--- src/rtl/ps_pot_pkg.sv ---
// Shared types and constants for the power-supply pot trim loop.
// Used by ps_pot_trim and ps_trim_avg.
package ps_pot_pkg;

  localparam int PS_DW = 10;

  localparam logic [5:0] CMD_WRITE_RDAC = 6'b000001;

  localparam logic [PS_DW-1:0] RAIL_LO = 10'd0;
  localparam logic [PS_DW-1:0] RAIL_HI = 10'd1023;

  typedef enum logic [2:0] {
    IDLE,
    HI,
    HI_GAP,
    LO,
    SETTLE,
    MEASURE,
    DECIDE
  } ps_trim_state_t;

endpackage

--- src/rtl/ps_trim_avg.sv ---
// Four-sample ADC accumulator; avg is the truncated mean.
// Only built when PS_POT_TRIM_AVG_EN is defined.
module ps_trim_avg
  import ps_pot_pkg::*;
(
  input  logic             clk,
  input  logic             reset,
  input  logic             clr,
  input  logic             valid,
  input  logic [PS_DW-1:0] din,
  output logic             done,
  output logic [PS_DW-1:0] avg
);

  logic [11:0] sum;
  logic [2:0]  n;

  always_ff @(posedge clk or posedge reset) begin
    if (reset) begin
      sum <= '0;
      n   <= '0;
    end else if (clr) begin
      sum <= '0;
      n   <= '0;
    end else if (valid && !n[2]) begin
      sum <= sum + {2'b00, din};
      n   <= n + 3'd1;
    end
  end

  assign done = n[2];
  assign avg  = sum[11:2];

endmodule

--- src/rtl/ps_pot_trim.sv ---
// Closed-loop digital pot trim: steps the wiper until ADC is in band.
// Define PS_POT_TRIM_AVG_EN to average 4 samples per decision.
module ps_pot_trim
  import ps_pot_pkg::*;
#(
  parameter int DEADBAND   = 4,
  parameter int STEP       = 1,
  parameter int SETTLE_CYC = 1000,
  parameter int LOCK_CNT   = 8
) (
  input  logic             clk,
  input  logic             reset,
  input  logic             enable,
  input  logic [PS_DW-1:0] d_init,
  input  logic [PS_DW-1:0] ps_ref,
  input  logic [PS_DW-1:0] ps_dig,
  input  logic             ps_dig_valid,
  input  logic             tx_ready,
  output logic [7:0]       tx_byte,
  output logic             tx_dv,
  output logic [PS_DW-1:0] d_code,
  output logic             busy,
  output logic             locked,
  output logic             sat
);

  localparam int LW = $clog2(LOCK_CNT + 1);
  localparam int CW = (SETTLE_CYC > 1) ? $clog2(SETTLE_CYC) : 1;

  localparam logic [LW-1:0] LK      = LW'(LOCK_CNT);
  localparam logic [CW-1:0] SC_LAST = CW'(SETTLE_CYC - 1);
  localparam logic [10:0]   DB      = 11'(DEADBAND);
  localparam logic [10:0]   ST      = 11'(STEP);
  localparam logic [10:0]   TOP     = {1'b0, RAIL_HI};

  ps_trim_state_t state, state_n;

  logic [PS_DW-1:0] d_code_n, sample, sample_n;
  logic [7:0]       tx_byte_n;
  logic             tx_dv_n, locked_n, sat_n;
  logic [LW-1:0]    lock_q, lock_n;
  logic [CW-1:0]    cnt, cnt_n;

  logic             meas_ok;
  logic [PS_DW-1:0] meas_val;

`ifdef PS_POT_TRIM_AVG_EN
  logic             avg_clr, avg_valid, avg_done;
  logic [PS_DW-1:0] avg;

  // Accumulator restarts on every entry to MEASURE.
  assign avg_clr   = (state_n == MEASURE) && (state != MEASURE);
  assign avg_valid = ps_dig_valid & enable & (state == MEASURE);

  ps_trim_avg u_avg (
    .clk   (clk),
    .reset (reset),
    .clr   (avg_clr),
    .valid (avg_valid),
    .din   (ps_dig),
    .done  (avg_done),
    .avg   (avg)
  );

  assign meas_ok  = avg_done;
  assign meas_val = avg;
`else
  assign meas_ok  = ps_dig_valid;
  assign meas_val = ps_dig;
`endif

  logic [10:0] ref11, win_lo, win_hi, smp11, code11;
  logic [10:0] up, dn, new_code;
  logic        in_band;

  always_comb begin
    ref11  = {1'b0, ps_ref};
    smp11  = {1'b0, sample};
    code11 = {1'b0, d_code};
    win_lo = (ref11 < DB) ? 11'd0 : ref11 - DB;
    win_hi = (ref11 + DB > TOP) ? TOP : ref11 + DB;
    up     = (code11 + ST > TOP) ? TOP : code11 + ST;
    dn     = (code11 < ST) ? 11'd0 : code11 - ST;
    in_band  = 1'b0;
    new_code = code11;
    unique case (1'b1)
      (smp11 < win_lo): new_code = up;
      (smp11 > win_hi): new_code = dn;
      default:          in_band  = 1'b1;
    endcase
  end

  always_comb begin
    state_n   = state;
    d_code_n  = d_code;
    tx_byte_n = tx_byte;
    tx_dv_n   = 1'b0;
    locked_n  = locked;
    sat_n     = sat;
    lock_n    = lock_q;
    cnt_n     = cnt;
    sample_n  = sample;
    unique case (state)
      IDLE: begin
        if (enable) begin
          d_code_n = d_init;
          state_n  = HI;
        end
      end
      HI: begin
        if (tx_ready) begin
          tx_byte_n = {CMD_WRITE_RDAC, d_code[9:8]};
          tx_dv_n   = 1'b1;
          state_n   = HI_GAP;
        end
      end
      HI_GAP: state_n = LO;
      LO: begin
        if (tx_ready) begin
          tx_byte_n = d_code[7:0];
          tx_dv_n   = 1'b1;
          cnt_n     = '0;
          state_n   = enable ? SETTLE : IDLE;
        end
      end
      SETTLE: begin
        if (!enable) begin
          state_n = IDLE;
        end else if (cnt == SC_LAST) begin
          cnt_n   = '0;
          state_n = MEASURE;
        end else begin
          cnt_n = cnt + 1'b1;
        end
      end
      MEASURE: begin
        if (!enable) begin
          state_n = IDLE;
        end else if (meas_ok) begin
          sample_n = meas_val;
          state_n  = DECIDE;
        end
      end
      DECIDE: begin
        if (!enable) begin
          state_n = IDLE;
        end else if (in_band) begin
          if (lock_q != LK) lock_n = lock_q + 1'b1;
          locked_n = (lock_n == LK);
          state_n  = MEASURE;
        end else begin
          lock_n   = '0;
          locked_n = 1'b0;
          if (new_code != code11) begin
            d_code_n = new_code[PS_DW-1:0];
            sat_n    = 1'b0;
            state_n  = HI;
          end else begin
            sat_n   = 1'b1;
            state_n = MEASURE;
          end
        end
      end
      default: state_n = IDLE;
    endcase
    // Status never survives into IDLE.
    if (state_n == IDLE) begin
      locked_n = 1'b0;
      sat_n    = 1'b0;
      lock_n   = '0;
    end
  end

  always_ff @(posedge clk or posedge reset) begin
    if (reset) begin
      state   <= IDLE;
      tx_byte <= '0;
      tx_dv   <= 1'b0;
      d_code  <= '0;
      busy    <= 1'b0;
      locked  <= 1'b0;
      sat     <= 1'b0;
      lock_q  <= '0;
      cnt     <= '0;
      sample  <= '0;
    end else begin
      state   <= state_n;
      tx_byte <= tx_byte_n;
      tx_dv   <= tx_dv_n;
      d_code  <= d_code_n;
      busy    <= (state_n != IDLE);
      locked  <= locked_n;
      sat     <= sat_n;
      lock_q  <= lock_n;
      cnt     <= cnt_n;
      sample  <= sample_n;
    end
  end

endmodule
--- config.mk ---
export PLATFORM = sky130hd
export DESIGN_NAME = ps_pot_trim
export DESIGN_NICKNAME = d
export VERILOG_FILES = /design/src/rtl/ps_pot_pkg.sv /design/src/rtl/ps_trim_avg.sv /design/src/rtl/ps_pot_trim.sv
export SDC_FILE = /design/constraint.sdc
export NUM_CORES = 1
export LEC_CHECK = 0
export ABC_AREA = 1
export CAP_MARGIN = 5
export CORE_UTILIZATION = 35
export CTS_BUF_LIST = sky130_fd_sc_hd__clkbuf_4
export DETAILED_ROUTE_END_ITERATION = 10
export GPL_ROUTABILITY_DRIVEN = 0
export GPL_TIMING_DRIVEN = 0
export SYNTH_ARGS = -nofsm -noshare
export SYNTH_HDL_FRONTEND = slang
export SYNTH_SLANG_ARGS = --single-unit
export TNS_END_PERCENT = 100
--- constraint.sdc ---
create_clock -name clk -period 5.3 [get_ports clk]
set_clock_uncertainty 0.05 [all_clocks]
set_input_delay 1.325 -clock clk [delete_from_list [all_inputs] [get_ports clk]]
set_output_delay 1.325 -clock clk [all_outputs]
set_load 0.05 [all_outputs]
==> impl_table.tex, run 1 <==
\begin{tabular}{lr}
\hline
Metric & Value \\
\hline
\multicolumn{2}{l}{\textbf{Synthesis}} \\
\quad Top post-synthesis cells by area & dfrtp\_1 31\%, nand2\_1 11\%, ha\_1 8.9\% \\
\quad Prevailing post-synth register cell & dfrtp\_1 \\
\quad Syn nets & between 600 and 700 \\
\quad Number of synthesized flops with an enable pin & 0 \\
\quad Gate count after technology mapping & 548 \\
\quad Leading area contributor after synthesis & dfrtp\_1 \\
\quad Sequential element share of the synthesized area & 0.3124 \\
\quad Syn Std Cell Area & around 0.0039 mm\^{}2 \\
\quad Syn. warnings & 0 \\
\quad Syn avg cell area & approximately 7.2 um\^{}2 \\
\quad Ys async rst share & 1.000 \\
\quad Synth top area share & 0.3124 \\
\quad Number of unique standard cell types used by synthesis & 44 \\
\quad Count of state elements after synthesis & 49 \\
\multicolumn{2}{l}{\textbf{GRT}} \\
\quad Pin count of the biggest net entering global routing & 32 \\
\quad Overflow left after global routing & 0 \\
\quad Total global-route track usage & 0.1864 \\
\quad Number of antenna violations at the first check in global routing & 0 \\
\quad Via count of the first global-routing pass & 3708 \\
\quad Wire length of the first global-routing pass & approximately 17000 um \\
\multicolumn{2}{l}{\textbf{Detailed routing}} \\
\quad Aggregate routed wire length & 10270 um \\
\quad Mean number of vias per cell & between 5 and 6 \\
\quad Top routing layer in use & met4 \\
\quad Routed metal-1 wire length & 4645 um \\
\quad Number of antenna-violating nets in the routed design & 0 \\
\quad Detailed Routing Iterations Pass 1 & 5 \\
\quad Vias & 3816 \\
\quad Met2 WL & $\sim$5000 um \\
\quad DR DRC count & 0 \\
\quad Met3 routed wirelength & roughly 400 um \\
\quad Final routed wire length divided by cell count & roughly 14 um \\
\quad First DRT Iteration DRCs & $\sim$260 \\
\multicolumn{2}{l}{\textbf{Cells and area}} \\
\quad Area Overhead vs Synth & 22.73\% \\
\quad Most common cell after layout, fill and taps aside & nand2\_1 \\
\quad Post-Layout Inst Area & 0.004817 mm\^{}2 \\
\quad Final-stage net count & 679 \\
\quad Diode insertion count for antenna repair & 0 \\
\quad Commonest non-fill, non-tap cells in the layout & 114 x nand2\_1, 65 x nor2\_1, 58 x inv\_1 \\
\quad Layout cells sized above 1 & 0.1021 \\
\multicolumn{2}{l}{\textbf{CTS}} \\
\quad Clock buffer depth & 2 \\
\quad CTS buffer count & 5 \\
\quad Hold Buf Count CTS & 0 \\
\quad Clk Latency, worst-skew pair & 0.36 ns \\
\quad Number of clock sinks & between 40 and 50 \\
\quad H-tree depth & 2 \\
\quad TritonCTS clock tree & done \\
\quad Clock Tree Root & clkbuf\_4 \\
\quad Register clock-pin slew on the reported worst setup and hold paths & $\sim$0.14 ns \\
\multicolumn{2}{l}{\textbf{Timing}} \\
\quad Period minus WS final & 5.008 ns \\
\quad Final critical-path share of the clock period & 0.9449 \\
\quad Max Clk Rate & about 200 MHz \\
\quad Post-route worst hold slack & 0.4899 ns \\
\quad Sum of negative setup slack & 0 ns \\
\quad Worst slew margin relative to its limit & 0.4226 \\
\quad Count of final hold-check violations & 0 \\
\quad Number of pins exceeding their max-slew limit in the final report & 0 \\
\quad Final setup violation count & 0 \\
\quad Worst-margin pin slew & around 0.86 ns \\
\quad RSZ-0062 raised after global routing & false \\
\multicolumn{2}{l}{\textbf{Floorplan}} \\
\quad Number of rows created at floorplan & 38 \\
\quad Vertical extent of the die & roughly 110 um \\
\quad DIE AREA & 0.01164 mm\^{}2 \\
\quad Starting utilization of the core area & 0.3605 \\
\quad Placeable core area & approximately 0.011 mm\^{}2 \\
\quad Chip Width & 107.9 um \\
\quad I/O pin count & 57 \\
\multicolumn{2}{l}{\textbf{Place}} \\
\quad IO buf count & 55 \\
\quad Half-perimeter wire length after placement & 7981 um \\
\quad Placement-stage cell area & $\sim$0.0047 mm\^{}2 \\
\multicolumn{2}{l}{\textbf{Worst hold path}} \\
\quad Hold Path Class & flop to flop \\
\quad Startpoint of the lowest-slack hold path & tx\_byte[2] \\
\quad End point of the worst hold path & tx\_byte[2] \\
\quad WHS Path Cells & 2 \\
\multicolumn{2}{l}{\textbf{Power}} \\
\quad P per Cell Area & between 400 and 500 mW/mm\^{}2 \\
\quad Overall Power & $\sim$0.0021 W \\
\quad Maximum VDD drop & $\sim$0.21 mV \\
\quad Leakage power & about 2.4 nW \\
\multicolumn{2}{l}{\textbf{Job}} \\
\quad Maxcap violations & 0 \\
\multicolumn{2}{l}{\textbf{Worst setup path}} \\
\quad Required time of the critical path & about 5.6 ns \\
\quad Startpoint Class & input pin \\
\quad Signal arrival time at the worst endpoint & $\sim$5.3 ns \\
\quad Category of the worst setup path capture point & flop \\
\quad R2r endpoint & d\_code[7] \\
\quad Category of the critical setup timing path & input pin to flop \\
\quad Minimum setup slack among reg-to-reg paths & 2.19 ns \\
\quad R2R depth & 20 \\
\quad Critical-path maximum fanout & 10 \\
\quad Launch point of the worst reg-to-reg path & d\_code[0] \\
\multicolumn{2}{l}{\textbf{Outcome}} \\
\quad Outcome & finished clean \\
\hline
\end{tabular}
state kept, by name (all words and copies together) (netlist names):
signal / cells
lock_q: 4
d_code: 10
tx_dv: 1
tx_byte: 8
sample: 10
state: 3
locked: 1
busy: 1
sat: 1
cnt: 10
per-stage QoR:
stage	cells	utilization	setup slack, ns
final	757	0.4424	0.2923
after global routing	757	0.4424	0.04492
after CTS	752	0.4353	0.02914
after detailed placement	744	0.4290	-0.6037
after global placement	743	0.4271	-0.5297
after floorplan	548	-	0.5101
final cells by class:
type / instances / area [um^2]
clock buffer: 7 / 52.55
timing repair buffer: 60 / 610.6
inverter: 67 / 259.0
buffer: 14 / 92.59
timing repair inverter: 1 / 7.507
tap: 140 / 175.2
clock inverter: 1 / 7.507
sequential: 49 / 1226
multi-input combinational: 418 / 2386
fill: 1114 / 6071
Yosys cell counts, types with 4 or more instances:
cell type / number
a21oi_1: 37
a31oi_1: 4
buf_2: 5
clkbuf_1: 4
dfrtp_1: 49
ha_1: 28
inv_1: 59
inv_2: 5
mux2_2: 9
nand2_1: 115
nand2_2: 4
nand3_1: 34
nand4_1: 10
nor2_1: 65
nor3_1: 10
o21ai_0: 46
o22ai_1: 4
xor2_1: 17
critical path, cell delays in order:
cell             delay [ns]
clkdlybuf4s50_1        0.57
inv_1                  0.11
nor2_1                 0.11
nand2_1                0.09
xor2_2                 0.18
nand2_1                0.07
o41ai_1                0.23
nand2_1                0.21
inv_4                  0.13
nor2_1                 0.05
ha_1                   0.28
a21o_1                 0.18
o21ai_0                0.17
nand3_1                0.14
nand2_4                0.14
inv_1                  0.10
nor2_8                 0.13
buf_8                  0.14
inv_2                  0.06
nand3_2                0.08
nand3_1                0.13
nand2_1                0.11
nand2_1                0.07
nand2_2                0.09
buf_6                  0.14
nand4_1                0.09
nand2_1                0.11
cell families (layout without fill, tap and decap cells):
logic type	Yosys count	after routing	synth area share
buffers and inverters	81	150	0.08830
flip-flops	49	49	0.3124
adder cells (fa/ha/maj)	28	28	0.08926
XOR/XNOR	17	17	0.03793
AND/OR/NAND/NOR	260	260	0.3032
multiplexers	9	9	0.02582
AO/OA/AOI/OAI	104	104	0.1431
worst max path at each step:
stage                end  slack, ns  cells after the start      start
2_1_floorplan        sat       0.51                     29  ps_ref[4]
3_3_place_gp   d_code[7]      -0.53                     27  ps_ref[2]
3_5_place_dp   lock_q[0]      -0.60                     29  ps_ref[3]
4_1_cts        lock_q[0]       0.03                     29  ps_ref[3]
5_1_grt        d_code[6]       0.04                     25  ps_ref[7]
6_report       lock_q[0]       0.29                     27  ps_ref[7]
report_power, final:
part	switching (W)	leakage (nW)	total, W	internal (W)
Sequential	0.000120	0.616	0.000597	0.000477
Combinational	0.000856	1.75	0.00133	0.000472
Clock	0.000122	0.0324	0.000185	0.0000629
what timing repair did:
item	CTS	global route
pin swaps	0	4
buffers inserted	0	4
setup endpoints to repair	17	17
gates resized for setup	3	11
cloned	0	1
per-layer routing:
metal | vias up | track usage
met5 | - | 0
met3 | 14 | 0.01998
li1 | 1956 | -
met1 | 1761 | 0.2456
met2 | 85 | 0.3182
met4 | 0 | 0.05773
Note: power is estimated with default switching activity, not from simulation.
==> inputs of run 2 (changes only) <==
SKIP_CTS_REPAIR_TIMING = 1   (was default)
SYNTH_HIERARCHICAL = 1   (was default)
==> impl_table.tex, run 2 <==
\begin{tabular}{lr}
\hline
Metric & Value \\
\hline
\multicolumn{2}{l}{\textbf{Synthesis}} \\
\quad Count of state elements after synthesis & 49 (unchanged) \\
\quad Sequential element share of the synthesized area & 0.3124 (unchanged) \\
\quad Prevailing post-synth register cell & dfrtp\_1 (unchanged) \\
\quad Cell with the most instances after synthesis & nand2\_1 (unchanged) \\
\quad Gate count after technology mapping & 548 (unchanged) \\
\quad Syn Std Cell Area & 0.003925 mm\^{}2 (unchanged) \\
\quad Leading area contributor after synthesis & dfrtp\_1 (unchanged) \\
\quad Number of synthesized flops with an enable pin & 0 (unchanged) \\
\quad Most numerous cell types in the synthesized netlist & 115 x nand2\_1, 65 x nor2\_1, 59 x inv\_1 (unchanged) \\
\quad Synth top area share & 0.3124 (unchanged) \\
\quad Top post-synthesis cells by area & dfrtp\_1 31\%, nand2\_1 11\%, ha\_1 8.9\% (unchanged) \\
\quad Syn. warnings & 6 (was 0) \\
\quad Syn avg cell area & 7.162 um\^{}2 (unchanged) \\
\quad Ys async rst share & 1.000 (unchanged) \\
\quad Syn nets & 611 (unchanged) \\
\quad Number of unique standard cell types used by synthesis & 44 (unchanged) \\
\multicolumn{2}{l}{\textbf{Cells and area}} \\
\quad Commonest non-fill, non-tap cells in the layout & 114 x nand2\_1, 65 x nor2\_1, 58 x inv\_1 (unchanged) \\
\quad Number of standard cells in the layout, taps in and fillers out & 757 (unchanged) \\
\quad Layout cells sized above 1 & 0.1021 (unchanged) \\
\quad Final-stage net count & 679 (unchanged) \\
\quad Largest registers ranked by flip-flop count & cnt (10), d\_code (10), sample (10) (unchanged) \\
\quad Most common cell after layout, fill and taps aside & nand2\_1 (unchanged) \\
\quad Area Overhead vs Synth & 22.70\% (was 22.73\%) \\
\quad Diode insertion count for antenna repair & 0 (unchanged) \\
\multicolumn{2}{l}{\textbf{Detailed routing}} \\
\quad First DRT Iteration DRCs & 216 (was 256) \\
\quad DR DRC count & 0 (unchanged) \\
\quad Mean number of vias per cell & 5.081 (was 5.041) \\
\quad Vias & 3846 (was 3816) \\
\quad Number of antenna-violating nets in the routed design & 0 (unchanged) \\
\quad Final routed wire length divided by cell count & 13.56 um (was 13.57 um) \\
\quad Aggregate routed wire length & 10260 um (was 10270 um) \\
\quad Detailed Routing Iterations Pass 1 & 5 (unchanged) \\
\multicolumn{2}{l}{\textbf{Timing}} \\
\quad Final setup violation count & 0 (unchanged) \\
\quad Count of final hold-check violations & 0 (unchanged) \\
\quad Worst slew margin relative to its limit & 0.4222 (was 0.4226) \\
\quad Number of pins exceeding their max-slew limit in the final report & 0 (unchanged) \\
\quad Final critical-path share of the clock period & 0.9500 (was 0.9449) \\
\quad Max Clk Rate & 198.6 MHz (was 199.7 MHz) \\
\quad Worst-margin pin slew & 0.8601 ns (was 0.8594 ns) \\
\quad Period minus WS final & 5.035 ns (was 5.008 ns) \\
\quad RSZ-0062 raised after global routing & false (unchanged) \\
\multicolumn{2}{l}{\textbf{CTS}} \\
\quad Register clock-pin slew on the reported worst setup and hold paths & 0.14 ns (about the same) \\
\quad Number of clock sinks & 49 (unchanged) \\
\quad Clock buffer depth & 2 (unchanged) \\
\quad TritonCTS clock tree & done (unchanged) \\
\quad Clock Tree Root & clkbuf\_4 (unchanged) \\
\quad H-tree depth & 2 (unchanged) \\
\quad Clk Latency, worst-skew pair & 0.36 ns (about the same) \\
\quad CTS buffer count & 5 (unchanged) \\
\multicolumn{2}{l}{\textbf{Worst setup path}} \\
\quad Required time of the critical path & 5.56 ns (about the same) \\
\quad Minimum setup slack among reg-to-reg paths & 2.18 ns (was 2.19 ns) \\
\quad R2R depth & 20 (unchanged) \\
\quad R2r endpoint & d\_code[7] (unchanged) \\
\quad Category of the worst setup path capture point & flop (unchanged) \\
\quad Signal arrival time at the worst endpoint & 5.29 ns (was 5.26 ns) \\
\quad Category of the critical setup timing path & input pin to flop (unchanged) \\
\quad Launch point of the worst reg-to-reg path & d\_code[0] (unchanged) \\
\quad Critical-path maximum fanout & 10 (unchanged) \\
\quad Startpoint Class & input pin (unchanged) \\
\multicolumn{2}{l}{\textbf{Floorplan}} \\
\quad Chip Width & 107.9 um (unchanged) \\
\quad Number of rows created at floorplan & 38 (unchanged) \\
\quad Starting utilization of the core area & 0.3605 (unchanged) \\
\quad Placeable core area & 0.01089 mm\^{}2 (unchanged) \\
\quad Vertical extent of the die & 107.9 um (unchanged) \\
\quad DIE AREA & 0.01164 mm\^{}2 (unchanged) \\
\quad I/O pin count & 57 (unchanged) \\
\multicolumn{2}{l}{\textbf{GRT}} \\
\quad Overflow left after global routing & 0 (unchanged) \\
\quad Total global-route track usage & 0.1862 (was 0.1864) \\
\quad Pin count of the biggest net entering global routing & 32 (unchanged) \\
\quad Wire length of the first global-routing pass & 17230 um (was 17250 um) \\
\quad Number of antenna violations at the first check in global routing & 0 (unchanged) \\
\quad Via count of the first global-routing pass & 3709 (was 3708) \\
\multicolumn{2}{l}{\textbf{Place}} \\
\quad IO buf count & 55 (unchanged) \\
\quad Half-perimeter wire length after placement & 7981 um (unchanged) \\
\quad Cell count after placement & 744 (unchanged) \\
\multicolumn{2}{l}{\textbf{Power}} \\
\quad Leakage power & 2.396 nW (was 2.403 nW) \\
\quad Maximum VDD drop & 0.2148 mV (about the same) \\
\quad Overall Power & 0.002110 W (was 0.002111 W) \\
\quad P per Cell Area & 438.2 mW/mm\^{}2 (was 438.1 mW/mm\^{}2) \\
\multicolumn{2}{l}{\textbf{Worst hold path}} \\
\quad WHS Path Cells & 2 (unchanged) \\
\quad Startpoint of the lowest-slack hold path & tx\_byte[2] (unchanged) \\
\quad End point of the worst hold path & tx\_byte[2] (unchanged) \\
\quad Hold Path Class & flop to flop (unchanged) \\
\multicolumn{2}{l}{\textbf{Outcome}} \\
\quad Outcome & finished clean (unchanged) \\
\multicolumn{2}{l}{\textbf{Job}} \\
\quad Maxcap violations & 0 (unchanged) \\
\hline
\end{tabular}
-- run 2: cell counts after synthesis --
Identical to the previous run, type by type.
-- run 2: critical path: stages --
cell             delay, ns
clkdlybuf4s50_1       0.57
inv_1                 0.11
nor2_1                0.11
nand2_1               0.09
xor2_2                0.19
nand2_1               0.08
o41ai_1               0.23
nand2_1               0.19
clkinvlp_4            0.15
nor2_1                0.05
ha_1                  0.28
a21o_1                0.18
o21ai_0               0.18
nand3_1               0.14
nand2_4               0.14
inv_1                 0.10
nor2_8                0.13
buf_8                 0.14
inv_2                 0.07
nand3_2               0.08
nand3_1               0.13
nand2_1               0.11
nand2_1               0.07
nand2_2               0.09
buf_6                 0.14
nand4_1               0.09
nand2_1               0.11
-- run 2: per-stage QoR --
stage	instance area (um^2)	utilization	TNS [ns]	worst slack, ns	hold WS [ns]
finish	4816	0.4423	0	0.2651	0.4843
global route	4816	0.4423	0	0.03283	0.5229
CTS	4731	0.4345	-2.893	-0.2183	0.4820
detailed placement	4671	0.4290	-9.680	-0.6037	0.4466
global placement	4651	0.4271	-8.486	-0.5297	0.4611
floorplan	3925	-	0	0.5101	0.4409
-- run 2: cell families (layout without fill, tap and decap cells) --
logic type / count (synthesis) / in the layout / synth area share
DFF: 49 / 49 / 0.3124
muxes: 9 / 9 / 0.02582
AOI/OAI and AO/OA: 104 / 104 / 0.1431
and+or+nand+nor: 260 / 260 / 0.3032
adders and majority gates: 28 / 28 / 0.08926
buffers and inverters: 81 / 150 / 0.08830
xor gates and xnor gates: 17 / 17 / 0.03793
-- run 2: how the worst max path moves through the flow --
stage          startpoint        end  slack [ns]
2_1_floorplan   ps_ref[4]        sat        0.51
3_3_place_gp    ps_ref[2]  d_code[7]       -0.53
3_5_place_dp    ps_ref[3]  lock_q[0]       -0.60
4_1_cts         ps_ref[3]  lock_q[0]       -0.22
5_1_grt         ps_ref[7]  d_code[6]        0.03
6_report        ps_ref[7]  lock_q[0]        0.27
-- run 2: power by group --
part	total, W	internal, W	switching (W)	leakage (nW)
Sequential	0.000597	0.000477	0.000120	0.616
Clock	0.000186	0.0000629	0.000123	0.0324
Combinational	0.00133	0.000472	0.000855	1.75
-- run 2: final cells by class --
cell class | instances | area, um^2
Buffer | 14 | 92.59
Clock buffer | 7 | 52.55
Clock inverter | 1 | 7.507
Fill cell | 1115 | 6072
Inverter | 67 | 260.3
Multi-Input combinational cell | 418 | 2386
Sequential cell | 49 | 1226
Tap cell | 140 | 175.2
Timing Repair Buffer | 60 | 610.6
Timing Repair inverter | 1 | 5.005
-- run 2: metal layers --
| layer | vias to the layer above | wire, um | global-route usage |
|---|---|---|---|
| li1 | 1956 | - | - |
| met1 | 1776 | 4581 | 0.2452 |
| met2 | 100 | 5005 | 0.3178 |
| met3 | 14 | 479 | 0.01998 |
| met4 | 0 | 197 | 0.05773 |
| met5 | - | 0 | 0 |
==> inputs of run 3 (changes only) <==
SKIP_CTS_REPAIR_TIMING = default   (was 1)
==> results of run 3 <==
The final DEF is identical to that of run 1; final timing and power are the same.
Main changes from that run: Yosys warning count 0 -> 6
